`src/rtl/decoder_8b10b_if.sv`:
```
`timescale 1ns/1ps
`default_nettype none
// +----------------------------------------------------------------------+
// | Module   : decoder_8b10b_if                                          |
// | Purpose  : Bundle of the 8b/10b decoder receive and result signals.  |
// |            master = code-group source, slave = decoder.              |
// | Revision : 1.0  initial release                                      |
// +----------------------------------------------------------------------+
interface decoder_8b10b_if;
  logic [9:0] din;
  logic       din_valid;
  logic [7:0] dout;
  logic       k_out;
  logic       dout_valid;
  logic       code_err;
  logic       disp_err;
  logic       rd_out;
  logic       sync;

  modport master (
    output din, din_valid,
    input  dout, k_out, dout_valid, code_err, disp_err, rd_out, sync
  );

  modport slave (
    input  din, din_valid,
    output dout, k_out, dout_valid, code_err, disp_err, rd_out, sync
  );
endinterface
`default_nettype wire

```
`src/rtl/decoder_8b10b.sv`:
```
`timescale 1ns/1ps
`default_nettype none
// +----------------------------------------------------------------------+
// | Module   : decoder_8b10b                                             |
// | Purpose  : 10b->8b decoder with running-disparity tracking, code and |
// |            disparity error flags, and a comma-based sync FSM.        |
// |            One cycle of latency from din_valid to dout_valid.        |
// | Revision : 1.0  initial release                                      |
// +----------------------------------------------------------------------+
module decoder_8b10b (
  input  logic           clk,
  input  logic           rst_n,
  decoder_8b10b_if.slave dec_if
);

  typedef enum logic [1:0] {
    LOSS_OF_SYNC = 2'd0,
    COMMA_DET    = 2'd1,
    SYNC_ACQ     = 2'd2
  } state_t;

  // 5b/6b table, both disparity forms: returns {valid, x}
  function automatic logic [5:0] dec6(input logic [5:0] c);
    logic [5:0] r;
    r = 6'b0;
    case (c)
      6'b100111, 6'b011000: r = {1'b1, 5'd0};
      6'b011101, 6'b100010: r = {1'b1, 5'd1};
      6'b101101, 6'b010010: r = {1'b1, 5'd2};
      6'b110001:            r = {1'b1, 5'd3};
      6'b110101, 6'b001010: r = {1'b1, 5'd4};
      6'b101001:            r = {1'b1, 5'd5};
      6'b011001:            r = {1'b1, 5'd6};
      6'b111000, 6'b000111: r = {1'b1, 5'd7};
      6'b111001, 6'b000110: r = {1'b1, 5'd8};
      6'b100101:            r = {1'b1, 5'd9};
      6'b010101:            r = {1'b1, 5'd10};
      6'b110100:            r = {1'b1, 5'd11};
      6'b001101:            r = {1'b1, 5'd12};
      6'b101100:            r = {1'b1, 5'd13};
      6'b011100:            r = {1'b1, 5'd14};
      6'b010111, 6'b101000: r = {1'b1, 5'd15};
      6'b011011, 6'b100100: r = {1'b1, 5'd16};
      6'b100011:            r = {1'b1, 5'd17};
      6'b010011:            r = {1'b1, 5'd18};
      6'b110010:            r = {1'b1, 5'd19};
      6'b001011:            r = {1'b1, 5'd20};
      6'b101010:            r = {1'b1, 5'd21};
      6'b011010:            r = {1'b1, 5'd22};
      6'b111010, 6'b000101: r = {1'b1, 5'd23};
      6'b110011, 6'b001100: r = {1'b1, 5'd24};
      6'b100110:            r = {1'b1, 5'd25};
      6'b010110:            r = {1'b1, 5'd26};
      6'b110110, 6'b001001: r = {1'b1, 5'd27};
      6'b001110, 6'b001111,
      6'b110000:            r = {1'b1, 5'd28};
      6'b101110, 6'b010001: r = {1'b1, 5'd29};
      6'b011110, 6'b100001: r = {1'b1, 5'd30};
      6'b101011, 6'b010100: r = {1'b1, 5'd31};
      default:              r = 6'b0;
    endcase
    return r;
  endfunction

  // 3b/4b table, both disparity forms (primary and alternate .7): {valid, y}
  function automatic logic [3:0] dec4(input logic [3:0] c);
    logic [3:0] r;
    r = 4'b0;
    case (c)
      4'b1011, 4'b0100: r = {1'b1, 3'd0};
      4'b1001:          r = {1'b1, 3'd1};
      4'b0101:          r = {1'b1, 3'd2};
      4'b1100, 4'b0011: r = {1'b1, 3'd3};
      4'b1101, 4'b0010: r = {1'b1, 3'd4};
      4'b1010:          r = {1'b1, 3'd5};
      4'b0110:          r = {1'b1, 3'd6};
      4'b1110, 4'b0001,
      4'b0111, 4'b1000: r = {1'b1, 3'd7};
      default:          r = 4'b0;
    endcase
    return r;
  endfunction

  function automatic logic [2:0] ones6(input logic [5:0] v);
    logic [2:0] n;
    n = 3'd0;
    for (int i = 0; i < 6; i++) n = n + {2'b00, v[i]};
    return n;
  endfunction

  function automatic logic [2:0] ones4(input logic [3:0] v);
    logic [2:0] n;
    n = 3'd0;
    for (int i = 0; i < 4; i++) n = n + {2'b00, v[i]};
    return n;
  endfunction

  // Registered state
  logic [7:0] dout_q;
  logic       k_q, code_err_q, disp_err_q, dout_valid_q, rd_q, sync_q;
  state_t     state_q, state_d;
  logic [1:0] comma_cnt_q, comma_cnt_d;
  logic [1:0] err_cnt_q, err_cnt_d;
  logic [1:0] good_cnt_q, good_cnt_d;
  logic       sync_d;

  // Decode wires
  logic [5:0] w_c6;
  logic [3:0] w_c4, w_f4;
  logic       w_v6, w_v4;
  logic [4:0] w_x;
  logic [2:0] w_y;
  logic [7:0] w_byte;
  logic       w_k28, w_ei_neg, w_ei_pos, w_kpos6, w_kneg6;
  logic       w_a7m, w_a7p, w_p7m, w_p7p;
  logic       w_combo_err, w_code_err, w_is_k, w_comma, w_grp_err;
  logic [2:0] w_n6, w_n4;
  logic       w_rd_mid, w_rd_end, w_derr6, w_derr4, w_disp_err;

  assign w_c6 = dec_if.din[9:4];   // a b c d e i
  assign w_c4 = dec_if.din[3:0];   // f g h j

  // K.28 shares 4b codes with D but in mirrored disparity; the RD+ form
  // (110000) is folded onto the D table by complementing fghj.
  assign w_k28 = (w_c6 == 6'b001111) || (w_c6 == 6'b110000);
  assign w_f4  = (w_c6 == 6'b110000) ? ~w_c4 : w_c4;

  assign {w_v6, w_x} = dec6(w_c6);
  assign {w_v4, w_y} = dec4(w_f4);
  assign w_byte      = {w_y, w_x};

  // 6b codes that must take the alternate .7 form (to avoid a run of five)
  assign w_ei_neg = (w_c6 == 6'b100011) || (w_c6 == 6'b010011) || (w_c6 == 6'b001011);
  assign w_ei_pos = (w_c6 == 6'b110100) || (w_c6 == 6'b101100) || (w_c6 == 6'b011100);
  // 6b halves of the K.x.7 set, split by which alternate 4b they pair with
  assign w_kpos6  = (w_c6 == 6'b111010) || (w_c6 == 6'b110110) || (w_c6 == 6'b101110) ||
                    (w_c6 == 6'b011110) || (w_c6 == 6'b001111);
  assign w_kneg6  = (w_c6 == 6'b000101) || (w_c6 == 6'b001001) || (w_c6 == 6'b010001) ||
                    (w_c6 == 6'b100001) || (w_c6 == 6'b110000);

  assign w_a7m = (w_c4 == 4'b0111);
  assign w_a7p = (w_c4 == 4'b1000);
  assign w_p7m = (w_c4 == 4'b1110);
  assign w_p7p = (w_c4 == 4'b0001);

  assign w_combo_err = (w_k28 & (w_p7m | w_p7p))
                     | (w_a7m & ~(w_ei_neg | w_kneg6))
                     | (w_a7p & ~(w_ei_pos | w_kpos6))
                     | (w_p7m & w_ei_neg)
                     | (w_p7p & w_ei_pos);

  assign w_code_err = ~w_v6 | ~w_v4 | w_combo_err;
  assign w_is_k     = w_k28 | (w_a7m & w_kneg6) | (w_a7p & w_kpos6);

  // Running disparity: 6b sub-block first, then 4b from the mid-point RD
  always_comb begin
    w_n6     = ones6(w_c6);
    w_n4     = ones4(w_c4);
    w_rd_mid = rd_q;
    w_derr6  = 1'b0;
    w_rd_end = 1'b0;
    w_derr4  = 1'b0;
    if (w_n6 > 3'd3) begin
      w_derr6  = rd_q;
      w_rd_mid = 1'b1;
    end else if (w_n6 < 3'd3) begin
      w_derr6  = ~rd_q;
      w_rd_mid = 1'b0;
    end else if (w_c6 == 6'b000111) begin
      w_derr6  = ~rd_q;
      w_rd_mid = 1'b1;
    end else if (w_c6 == 6'b111000) begin
      w_derr6  = rd_q;
      w_rd_mid = 1'b0;
    end
    w_rd_end = w_rd_mid;
    if (w_n4 > 3'd2) begin
      w_derr4  = w_rd_mid;
      w_rd_end = 1'b1;
    end else if (w_n4 < 3'd2) begin
      w_derr4  = ~w_rd_mid;
      w_rd_end = 1'b0;
    end else if (w_c4 == 4'b0011) begin
      w_derr4  = ~w_rd_mid;
      w_rd_end = 1'b1;
    end else if (w_c4 == 4'b1100) begin
      w_derr4  = w_rd_mid;
      w_rd_end = 1'b0;
    end
    w_disp_err = w_derr6 | w_derr4;
  end

  assign w_grp_err = w_code_err | w_disp_err;
  assign w_comma   = ~w_grp_err & w_is_k & (w_byte == 8'hBC);

  // Sync FSM next state and counters; only valid groups advance it
  always_comb begin
    state_d     = state_q;
    comma_cnt_d = comma_cnt_q;
    err_cnt_d   = err_cnt_q;
    good_cnt_d  = good_cnt_q;
    if (dec_if.din_valid) begin
      case (state_q)
        LOSS_OF_SYNC: begin
          if (w_comma) begin
            state_d     = COMMA_DET;
            comma_cnt_d = 2'd1;
          end
        end
        COMMA_DET: begin
          if (w_grp_err) begin
            state_d     = LOSS_OF_SYNC;
            comma_cnt_d = 2'd0;
          end else if (w_comma) begin
            if (comma_cnt_q == 2'd2) begin
              state_d     = SYNC_ACQ;
              comma_cnt_d = 2'd0;
              err_cnt_d   = 2'd0;
              good_cnt_d  = 2'd0;
            end else begin
              comma_cnt_d = comma_cnt_q + 2'd1;
            end
          end
        end
        SYNC_ACQ: begin
          if (w_grp_err) begin
            good_cnt_d = 2'd0;
            if (err_cnt_q == 2'd3) begin
              state_d   = LOSS_OF_SYNC;
              err_cnt_d = 2'd0;
            end else begin
              err_cnt_d = err_cnt_q + 2'd1;
            end
          end else if (good_cnt_q == 2'd3) begin
            good_cnt_d = 2'd0;
            if (err_cnt_q != 2'd0) err_cnt_d = err_cnt_q - 2'd1;
          end else begin
            good_cnt_d = good_cnt_q + 2'd1;
          end
        end
        default: begin
          state_d     = LOSS_OF_SYNC;
          comma_cnt_d = 2'd0;
          err_cnt_d   = 2'd0;
          good_cnt_d  = 2'd0;
        end
      endcase
    end
    sync_d = (state_d == SYNC_ACQ);
  end

  // Sync FSM state, counters and registered sync flag
  always_ff @(posedge clk or negedge rst_n) begin
    if (!rst_n) begin
      state_q     <= LOSS_OF_SYNC;
      comma_cnt_q <= 2'd0;
      err_cnt_q   <= 2'd0;
      good_cnt_q  <= 2'd0;
      sync_q      <= 1'b0;
    end else begin
      state_q     <= state_d;
      comma_cnt_q <= comma_cnt_d;
      err_cnt_q   <= err_cnt_d;
      good_cnt_q  <= good_cnt_d;
      sync_q      <= sync_d;
    end
  end

  // Result registers; held (and RD frozen) while din_valid is low
  always_ff @(posedge clk or negedge rst_n) begin
    if (!rst_n) begin
      dout_q       <= 8'h00;
      k_q          <= 1'b0;
      code_err_q   <= 1'b0;
      disp_err_q   <= 1'b0;
      dout_valid_q <= 1'b0;
      rd_q         <= 1'b0;
    end else begin
      dout_valid_q <= dec_if.din_valid;
      if (dec_if.din_valid) begin
        dout_q     <= w_code_err ? 8'h00 : w_byte;
        k_q        <= ~w_code_err & w_is_k;
        code_err_q <= w_code_err;
        disp_err_q <= w_disp_err;
        rd_q       <= w_rd_end;
      end
    end
  end

  assign dec_if.dout       = dout_q;
  assign dec_if.k_out      = k_q;
  assign dec_if.dout_valid = dout_valid_q;
  assign dec_if.code_err   = code_err_q;
  assign dec_if.disp_err   = disp_err_q;
  assign dec_if.rd_out     = rd_q;
  assign dec_if.sync       = sync_q;

endmodule
`default_nettype wire

```
`src/flat_wrapper.sv`:
```
// flat-port wrapper written by rule: the top's interface ports become plain ports
module decoder_8b10b_flat 
  (clk, rst_n, dec_if_din, dec_if_din_valid, dec_if_dout, dec_if_k_out, dec_if_dout_valid, dec_if_code_err, dec_if_disp_err, dec_if_rd_out, dec_if_sync);
  decoder_8b10b_if dec_if_i ();
  input  logic clk;
  input  logic rst_n;
  input wire logic [$bits(dec_if_i.din)-1:0] dec_if_din;
  input wire logic [$bits(dec_if_i.din_valid)-1:0] dec_if_din_valid;
  output wire logic [$bits(dec_if_i.dout)-1:0] dec_if_dout;
  output wire logic [$bits(dec_if_i.k_out)-1:0] dec_if_k_out;
  output wire logic [$bits(dec_if_i.dout_valid)-1:0] dec_if_dout_valid;
  output wire logic [$bits(dec_if_i.code_err)-1:0] dec_if_code_err;
  output wire logic [$bits(dec_if_i.disp_err)-1:0] dec_if_disp_err;
  output wire logic [$bits(dec_if_i.rd_out)-1:0] dec_if_rd_out;
  output wire logic [$bits(dec_if_i.sync)-1:0] dec_if_sync;
  assign dec_if_i.din = dec_if_din;
  assign dec_if_i.din_valid = dec_if_din_valid;
  assign dec_if_dout = dec_if_i.dout;
  assign dec_if_k_out = dec_if_i.k_out;
  assign dec_if_dout_valid = dec_if_i.dout_valid;
  assign dec_if_code_err = dec_if_i.code_err;
  assign dec_if_disp_err = dec_if_i.disp_err;
  assign dec_if_rd_out = dec_if_i.rd_out;
  assign dec_if_sync = dec_if_i.sync;
  decoder_8b10b u_core (.clk(clk), .rst_n(rst_n), .dec_if(dec_if_i));
endmodule
```
`config.mk`:
```
export PLATFORM = sky130hd
export DESIGN_NAME = decoder_8b10b_flat
export DESIGN_NICKNAME = d
export VERILOG_FILES = /design/src/rtl/decoder_8b10b_if.sv /design/src/rtl/decoder_8b10b.sv /design/src/flat_wrapper.sv
export SDC_FILE = /design/constraint.sdc
export NUM_CORES = 1
export LEC_CHECK = 0
export CORE_ASPECT_RATIO = 1.25
export CORE_MARGIN = 8
export CORE_UTILIZATION = 40
export CTS_CLUSTER_SIZE = 10
export DETAILED_ROUTE_END_ITERATION = 10
export PLACE_DENSITY = 0.58
export SYNTH_ARGS = -nofsm -noshare
export SYNTH_HDL_FRONTEND = slang
export SYNTH_SLANG_ARGS = --single-unit
```
`constraint.sdc`:
```
create_clock -name clk -period 4.5 [get_ports clk]
set_clock_uncertainty 0.1 [all_clocks]
set_input_delay 0.9 -clock clk [delete_from_list [all_inputs] [get_ports clk]]
set_output_delay 0.9 -clock clk [all_outputs]
set_load 0.05 [all_outputs]
```
### Yosys cells after proc, flatten, opt, wreduce, memory -nomap -nowiden

Memories as Yosys holds them, arrays and structs flattened.
Cells that the tools add are included.

* add/sub/neg operators: 12
* equality and inequality tests: 38
* reductions and logical operators: 18
* muxes and demuxes: 42
* bitwise logic cells: 34
* $lt $le $gt $ge: 4

Operators by type and width (number)
* $eq 6x6->1 const B: 9
* $mux 2: 20
* $eq 6x5->1 const B: 4
* $pmux 2 s3: 4
* $add 3x1->3: 6
* $eq 6x4->1 const B: 3
* $mux 1: 16
* $logic_or 1x1->1: 13
* $or 1x1->1: 13
* $eq 4x4->1 const B: 3
* $eq 6x3->1 const B: 2
* $and 1x1->1: 10
* $eq 2x2->1 const B: 5
* $not 1->1: 10
* $ne 3x1->1 const B: 3
* $eq 8x8->1 const B: 1
* $mux 8: 1
* $reduce_and 7->1: 1
* $add 2x1->2 const B: 3
* $gt 3x2->1 const B: 2
* $lt 3x2->1 const B: 2
* $ne 2x1->1 const B: 3
* $reduce_and 5->1: 1
* $add 1x1->2: 2
* 11 further kinds: 11

* word-level logic and storage cells: 161
* input port bits: 13
* flip-flop bits (word level): 22
* output and inout bits: 14
* bits in read-only memories: 448
* memories kept: 2

Memory list
* (no name shown): depth 64, width 6, rd ports 1, clocked after memory_dff 0, wr ports 0, line decoder_8b10b.sv:26 `case (c)`
* (no name shown): depth 16, width 4, rd ports 1, clocked after memory_dff 0, wr ports 0, line decoder_8b10b.sv:69 `case (c)`

### Longest topological paths before layout

* depth after elaboration: 22
* gate-level depth with buffers: 15
* mapped depth without buffers: 15

### Worst setup path after synthesis

Ideal clock, no wire load.

* path type: input to register
* start point: input port dec_if_din[5]
* end point: register u_core.err_cnt_q[0]
* setup slack: 0.164 ns
* stages: 13
* arrival time: 4.095 ns
* library setup time: 0.141 ns
* cells stage by stage: inv_1 > ha_1 > inv_1 > fa_1 > fa_1 > inv_1 > fa_1 > o2111a_1 > nand2b_1 > a211oi_2 > nand4_2 > o41ai_4 > a31oi_1

* cells in the longest elaborated chain, start to end: 19
* elaborated cells between the ends (all ways): 88
* those cells by class: 5 x add/sub; 2 x order compare; 23 x eq/ne; 15 x mux; 27 x bitwise; 14 x reduce/logical; 2 x memory

RTL lines
* start, declared: line flat_wrapper.sv:7 `input wire logic [$bits(dec_if_i.din)-1:0] dec_if_din;`
* $add 1x1->2, or another cell as far along: line decoder_8b10b.sv:87 `for (int i = 0; i < 6; i++) n = n + {2'b00, v[i]};`
* $add 3x1->3 or $logic_or 1x1->1 (tied branches) (3 in series): line decoder_8b10b.sv:87, decoder_8b10b.sv:138
* $add 3x1->3 or $logic_or 1x1->1 (tied branches): line decoder_8b10b.sv:87, decoder_8b10b.sv:139
* $lt 3x2->1 or $or 1x1->1 (tied branches): line decoder_8b10b.sv:166, decoder_8b10b.sv:147
* $mux 1 or $not 1->1 (tied branches): line decoder_8b10b.sv:166, decoder_8b10b.sv:147
* $mux 1 or $and 1x1->1 (tied branches): line decoder_8b10b.sv:163, decoder_8b10b.sv:147
* $mux 1, or another cell as far along: line decoder_8b10b.sv:186 `end else if (w_c4 == 4'b1100) begin`
* $mux 1 or $or 1x1->1 (tied branches): line decoder_8b10b.sv:183, decoder_8b10b.sv:148
* $mux 1 or $or 1x1->1 (tied branches): line decoder_8b10b.sv:180, decoder_8b10b.sv:149
* $mux 1 or $or 1x1->1 (tied branches): line decoder_8b10b.sv:177, decoder_8b10b.sv:150
* $or 1x1->1 (on tied branches): line decoder_8b10b.sv:190, decoder_8b10b.sv:152
* $or 1x1->1: line decoder_8b10b.sv:193 `assign w_grp_err = w_code_err | w_disp_err;`
* $not 1->1: line decoder_8b10b.sv:194 `assign w_comma = ~w_grp_err & w_is_k & (w_byte == 8'hBC);`
* $and 1x1->1 (2 in series): line decoder_8b10b.sv:194
* $ne 2x1->1 (no source line)
* $reduce_and 7->1 (no source line)
* end signal, assigned: line decoder_8b10b.sv:263 `err_cnt_q <= err_cnt_d;`
* end, declared: line decoder_8b10b.sv:103 `logic [1:0] err_cnt_q, err_cnt_d;`

Several ways; a longest one is shown, not always the timed one.
A chain may end at the register's enable or synchronous reset.

### Worst setup path after layout

* start point: input port dec_if_din[6]
* end point: register u_core.good_cnt_q[0]

* cells in the longest elaborated chain, start to end: 19
* elaborated cells between the ends (all ways): 85
* those cells by class: 4 x add/sub; 2 x order compare; 21 x eq/ne; 15 x mux; 27 x bitwise; 14 x reduce/logical; 2 x memory

RTL lines
* branches (longest 19 deep; another with $add 3x1->3)
* end signal, assigned: line decoder_8b10b.sv:264 `good_cnt_q <= good_cnt_d;`
* end, declared: line decoder_8b10b.sv:104 `logic [1:0] good_cnt_q, good_cnt_d;`

Several ways; the timed one is not identified.

==> impl_metrics.env <==
export IMPL_synth_top_family_by_area="compound AO/OA/AOI/OAI gates"
export IMPL_cp_cell_sequence="clkdlybuf4s50_1 -> inv_1 -> fa_1 -> fa_2 -> inv_2 -> fa_2 -> o2111a_1 -> nand2b_4 -> a211oi_4 -> nand4_4 -> o41ai_4 -> nand3_1 -> o21ai_0"
export IMPL_coreArea_sq_mm=0.00617
export IMPL_num_vias=2470
export IMPL_rows=32
export IMPL_worstHoldStart="u_core.dec_if.dout[7]$_DFFE_PN0P_"
export IMPL_finalSetupViolCount=0
export IMPL_syn_area_per_cell_sq_um=7.98
export IMPL_synth_edf_count=0
export IMPL_holdPathEnd="u_core.dec_if.dout[7]$_DFFE_PN0P_"
export IMPL_status="completed"
export IMPL_p_seq_share_pct=28.5
export IMPL_worstSetupEndpointType="flip-flop"
export IMPL_report_final_slew_viol_count=0
export IMPL_die_area_sq_mm=0.00919
export IMPL_ios=27
export IMPL_syn_inst=319
export IMPL_netlist_cell_type_count=71
export IMPL_grtUsageTotal_pct=15.4
export IMPL_multiInputGateArea_sq_mm=0.00183
export IMPL_n_fill_cell=625
export IMPL_antenna_cells=0
export IMPL_syn_cell_area_sq_mm=0.00254
export IMPL_yosys_area_share_simple_pct=24.7
export IMPL_drt_iter0_drc=100
export IMPL_drtAntennaViolNets=0
export IMPL_yosys_mux_area_fraction_pct=1.97
export IMPL_start_kind="input port"
export IMPL_grt_overflow_total=0
export IMPL_finalCritPeriodShare_pct=94.5
export IMPL_layoutNonFillerInstCount=439
export IMPL_hold_viol_final=0
export IMPL_worstPathArrival_ns=4.34
export IMPL_vdd_drop_max_mv=0.203
export IMPL_setup_tns_ns=0
export IMPL_root_buffer="clkbuf_8"
export IMPL_drc=0
export IMPL_synth_fa_ha_area_share_pct=11.0
export IMPL_cellPowerDensity_mw_per_mm2=251
export IMPL_grt_pass1_wl_um=11800
export IMPL_rrSetupSlack_ns=2.39
export IMPL_r2r_cells=7
export IMPL_synth_top_cell_area_share_pct=21.6
export IMPL_synthArstFlopShare_pct=100
export IMPL_hold_path_class="flip-flop to flip-flop"
export IMPL_syn_nets=352
export IMPL_cts_sinks=22
export IMPL_dpl_worst_slack_ns=-0.566
export IMPL_maxCapViolations=0
export IMPL_p_leak_uw=0.00135
export IMPL_synth_area_leaders="dfrtp_1 (22%), ha_1 (7.9%), o21ai_0 (5.3%), nand2_1 (4.7%), inv_1 (4.1%)"
export IMPL_fin_ws_ns=0.245
export IMPL_htree_levels=1
export IMPL_fin_nets=388
export IMPL_switching_share_pct=38.3
export IMPL_clk_latency_ns=0.26
export IMPL_r2r_start="u_core.dec_if.rd_out$_DFFE_PN0P_"
export IMPL_dp_cells=433
export IMPL_p_clk_share_pct=23.6
export IMPL_ys_flop_type="dfrtp_1"
export IMPL_ys_ff_latch=22
export IMPL_drive_gt1_share_pct=17.5
export IMPL_crit_buf_inv=3
export IMPL_hpwlAfterDp_um=5200
export IMPL_path_common_cell="fa_2"
export IMPL_clk_pin_slew_ns=0.08
export IMPL_path_max_fanout=6
export IMPL_hold_ws_ns=0.399
export IMPL_period_needed_ns=4.25
export IMPL_synth_compound_area_share_pct=29.6
export IMPL_yosysWarnings=0
export IMPL_rsz0062_at_grt="false"
export IMPL_grt_max_degree=36
export IMPL_firstDrtPassIters=4
export IMPL_rr_endpoint="u_core.good_cnt_q[0]$_DFFE_PN0P_"
export IMPL_via_per_inst=5.63
export IMPL_required_ns=4.59
export IMPL_hold_buffers=0
export IMPL_tightestPinTransition_ns=0.986
export IMPL_cp_top_family="adder cells"
export IMPL_fmax_ghz=0.235
export IMPL_cts_buffers=3
export IMPL_final_area_sq_mm=0.00314
export IMPL_p_int_uw=486
export IMPL_grt_pass1_vias=2451
export IMPL_drt_wl_total_um=6870
export IMPL_synth_xor_area_share_pct=1.72
export IMPL_critical_path_slowest_cell="fa_1"
export IMPL_die_h_um=105
export IMPL_cts_buffer_depth=2
export IMPL_wl_per_cell_um=15.6
export IMPL_start_util_pct=41.3
export IMPL_numPortBuffers=26
export IMPL_critPathMaxStageDelay_ns=0.51
export IMPL_comb_power_share_pct=47.9
export IMPL_gp_routability_congestion=0.908
export IMPL_tritoncts="built"
export IMPL_final_cell_mix="nand2_1 (32), o21ai_0 (27), buf_4 (27)"
export IMPL_max_slew_margin_pct=34.1
export IMPL_switchingPower_uw=302
export IMPL_die_width_um=87.3
export IMPL_path_class="input port to flip-flop"
export IMPL_seq_area_sq_um=551
export IMPL_ys_seq_area_share_pct=21.6
export IMPL_synth_top_cell_by_area="dfrtp_1"
export IMPL_antenna_found_initial=0
export IMPL_syn_to_final_growth_pct=23.5
export IMPL_final_common_cell="nand2_1"
export IMPL_whs_path_depth=2
export IMPL_placed_area_sq_mm=0.00298
[state kept, by name (all words and copies together) (netlist names)]
register and cells:
u_core.dec_if.dout 8, u_core.comma_cnt_q 2, u_core.err_cnt_q 2, u_core.good_cnt_q 2, u_core.state_q 2, u_core.dec_if.code_err 1
u_core.dec_if.disp_err 1, u_core.dec_if.dout_valid 1, u_core.dec_if.k_out 1, u_core.dec_if.rd_out 1, u_core.dec_if.sync 1
[metal layers]
layer / GRT usage (%) / share of wire, % / vias to the layer above
met3: 1.02 / 3.7 / 4
met5: 0 / 0 / -
li1: - / - / 1245
met2: 27.0 / 51 / 48
met4: 4.44 / 0.74 / 0
met1: 19.4 / 44 / 1173
[synthesized netlist by cell type, types with 5 or more instances]
cell and instances:
nand2_1 32, inv_1 28, o21ai_0 27, dfrtp_1 22
nor2_1 18, ha_1 16, a21oi_1 15, clkbuf_1 10
nand3_1 10, a211oi_1 7, buf_2 7, nor2b_1 7
a31oi_1 6, nand2b_1 6, nor3_1 6, mux2i_1 5
o2111ai_1 5
[power by group through the flow]
stage	sequential, uW	combinational (uW)	clock, uW
after CTS	225	372	191
after global placement	228	343	0
after detailed placement	229	347	0
after floorplan	288	167	0
final	225	377	186
after global routing	228	408	199
[kinds of logic after synthesis]
group                    Yosys count
AND/OR/NAND/NOR                  114
AO/OA/AOI/OAI                    101
buffers and inverters             52
flip-flops                        22
adder cells (fa/ha/maj)           20
XOR/XNOR                           5
multiplexers                       5
[stage by stage]
step	total power, uW	util [%]
after global routing	835	51.0
after CTS	788	50.6
final	788	51.0
after global placement	572	48.3
after floorplan	455	-
after detailed placement	576	48.3
[worst reg2reg max path, delay by kind of cell (launching register included)]
family / cells / cell delay (ns)
flops: 1 / 0.45
simple gates: 3 / 0.48
compound gates: 4 / 1.01
[layout make-up]
class / instances / area share [%]
Clock buffer: 3 / 1.31
Clock inverter: 1 / 0.956
Inverter: 29 / 3.46
Multi-Input combinational cell: 245 / 58.1
Sequential cell: 22 / 17.5
Tap cell: 85 / 3.39
Timing Repair Buffer: 54 / 15.3
[what timing repair did]
action	in CTS	in global routing
pin swaps	6	9
resized for setup	11	8
buffers inserted	2	0
endpoints found under the setup margin	9	9
[how the worst max path moves through the flow]
stage,slack [ns],depth (start not counted),from,to
final,0.25,13,dec_if_din[6],u_core.good_cnt_q[0]$_DFFE_PN0P_
after global routing,0.09,15,dec_if_din[6],u_core.err_cnt_q[1]$_DFFE_PN0P_
after CTS,0.0001,16,dec_if_din[4],u_core.err_cnt_q[0]$_DFFE_PN0P_
after detailed placement,-0.57,15,dec_if_din[4],u_core.good_cnt_q[0]$_DFFE_PN0P_
after global placement,-0.42,14,dec_if_din[4],u_core.err_cnt_q[0]$_DFFE_PN0P_
after floorplan,0.16,13,dec_if_din[5],u_core.err_cnt_q[0]$_DFFE_PN0P_
(Power assumes the default switching activity.)
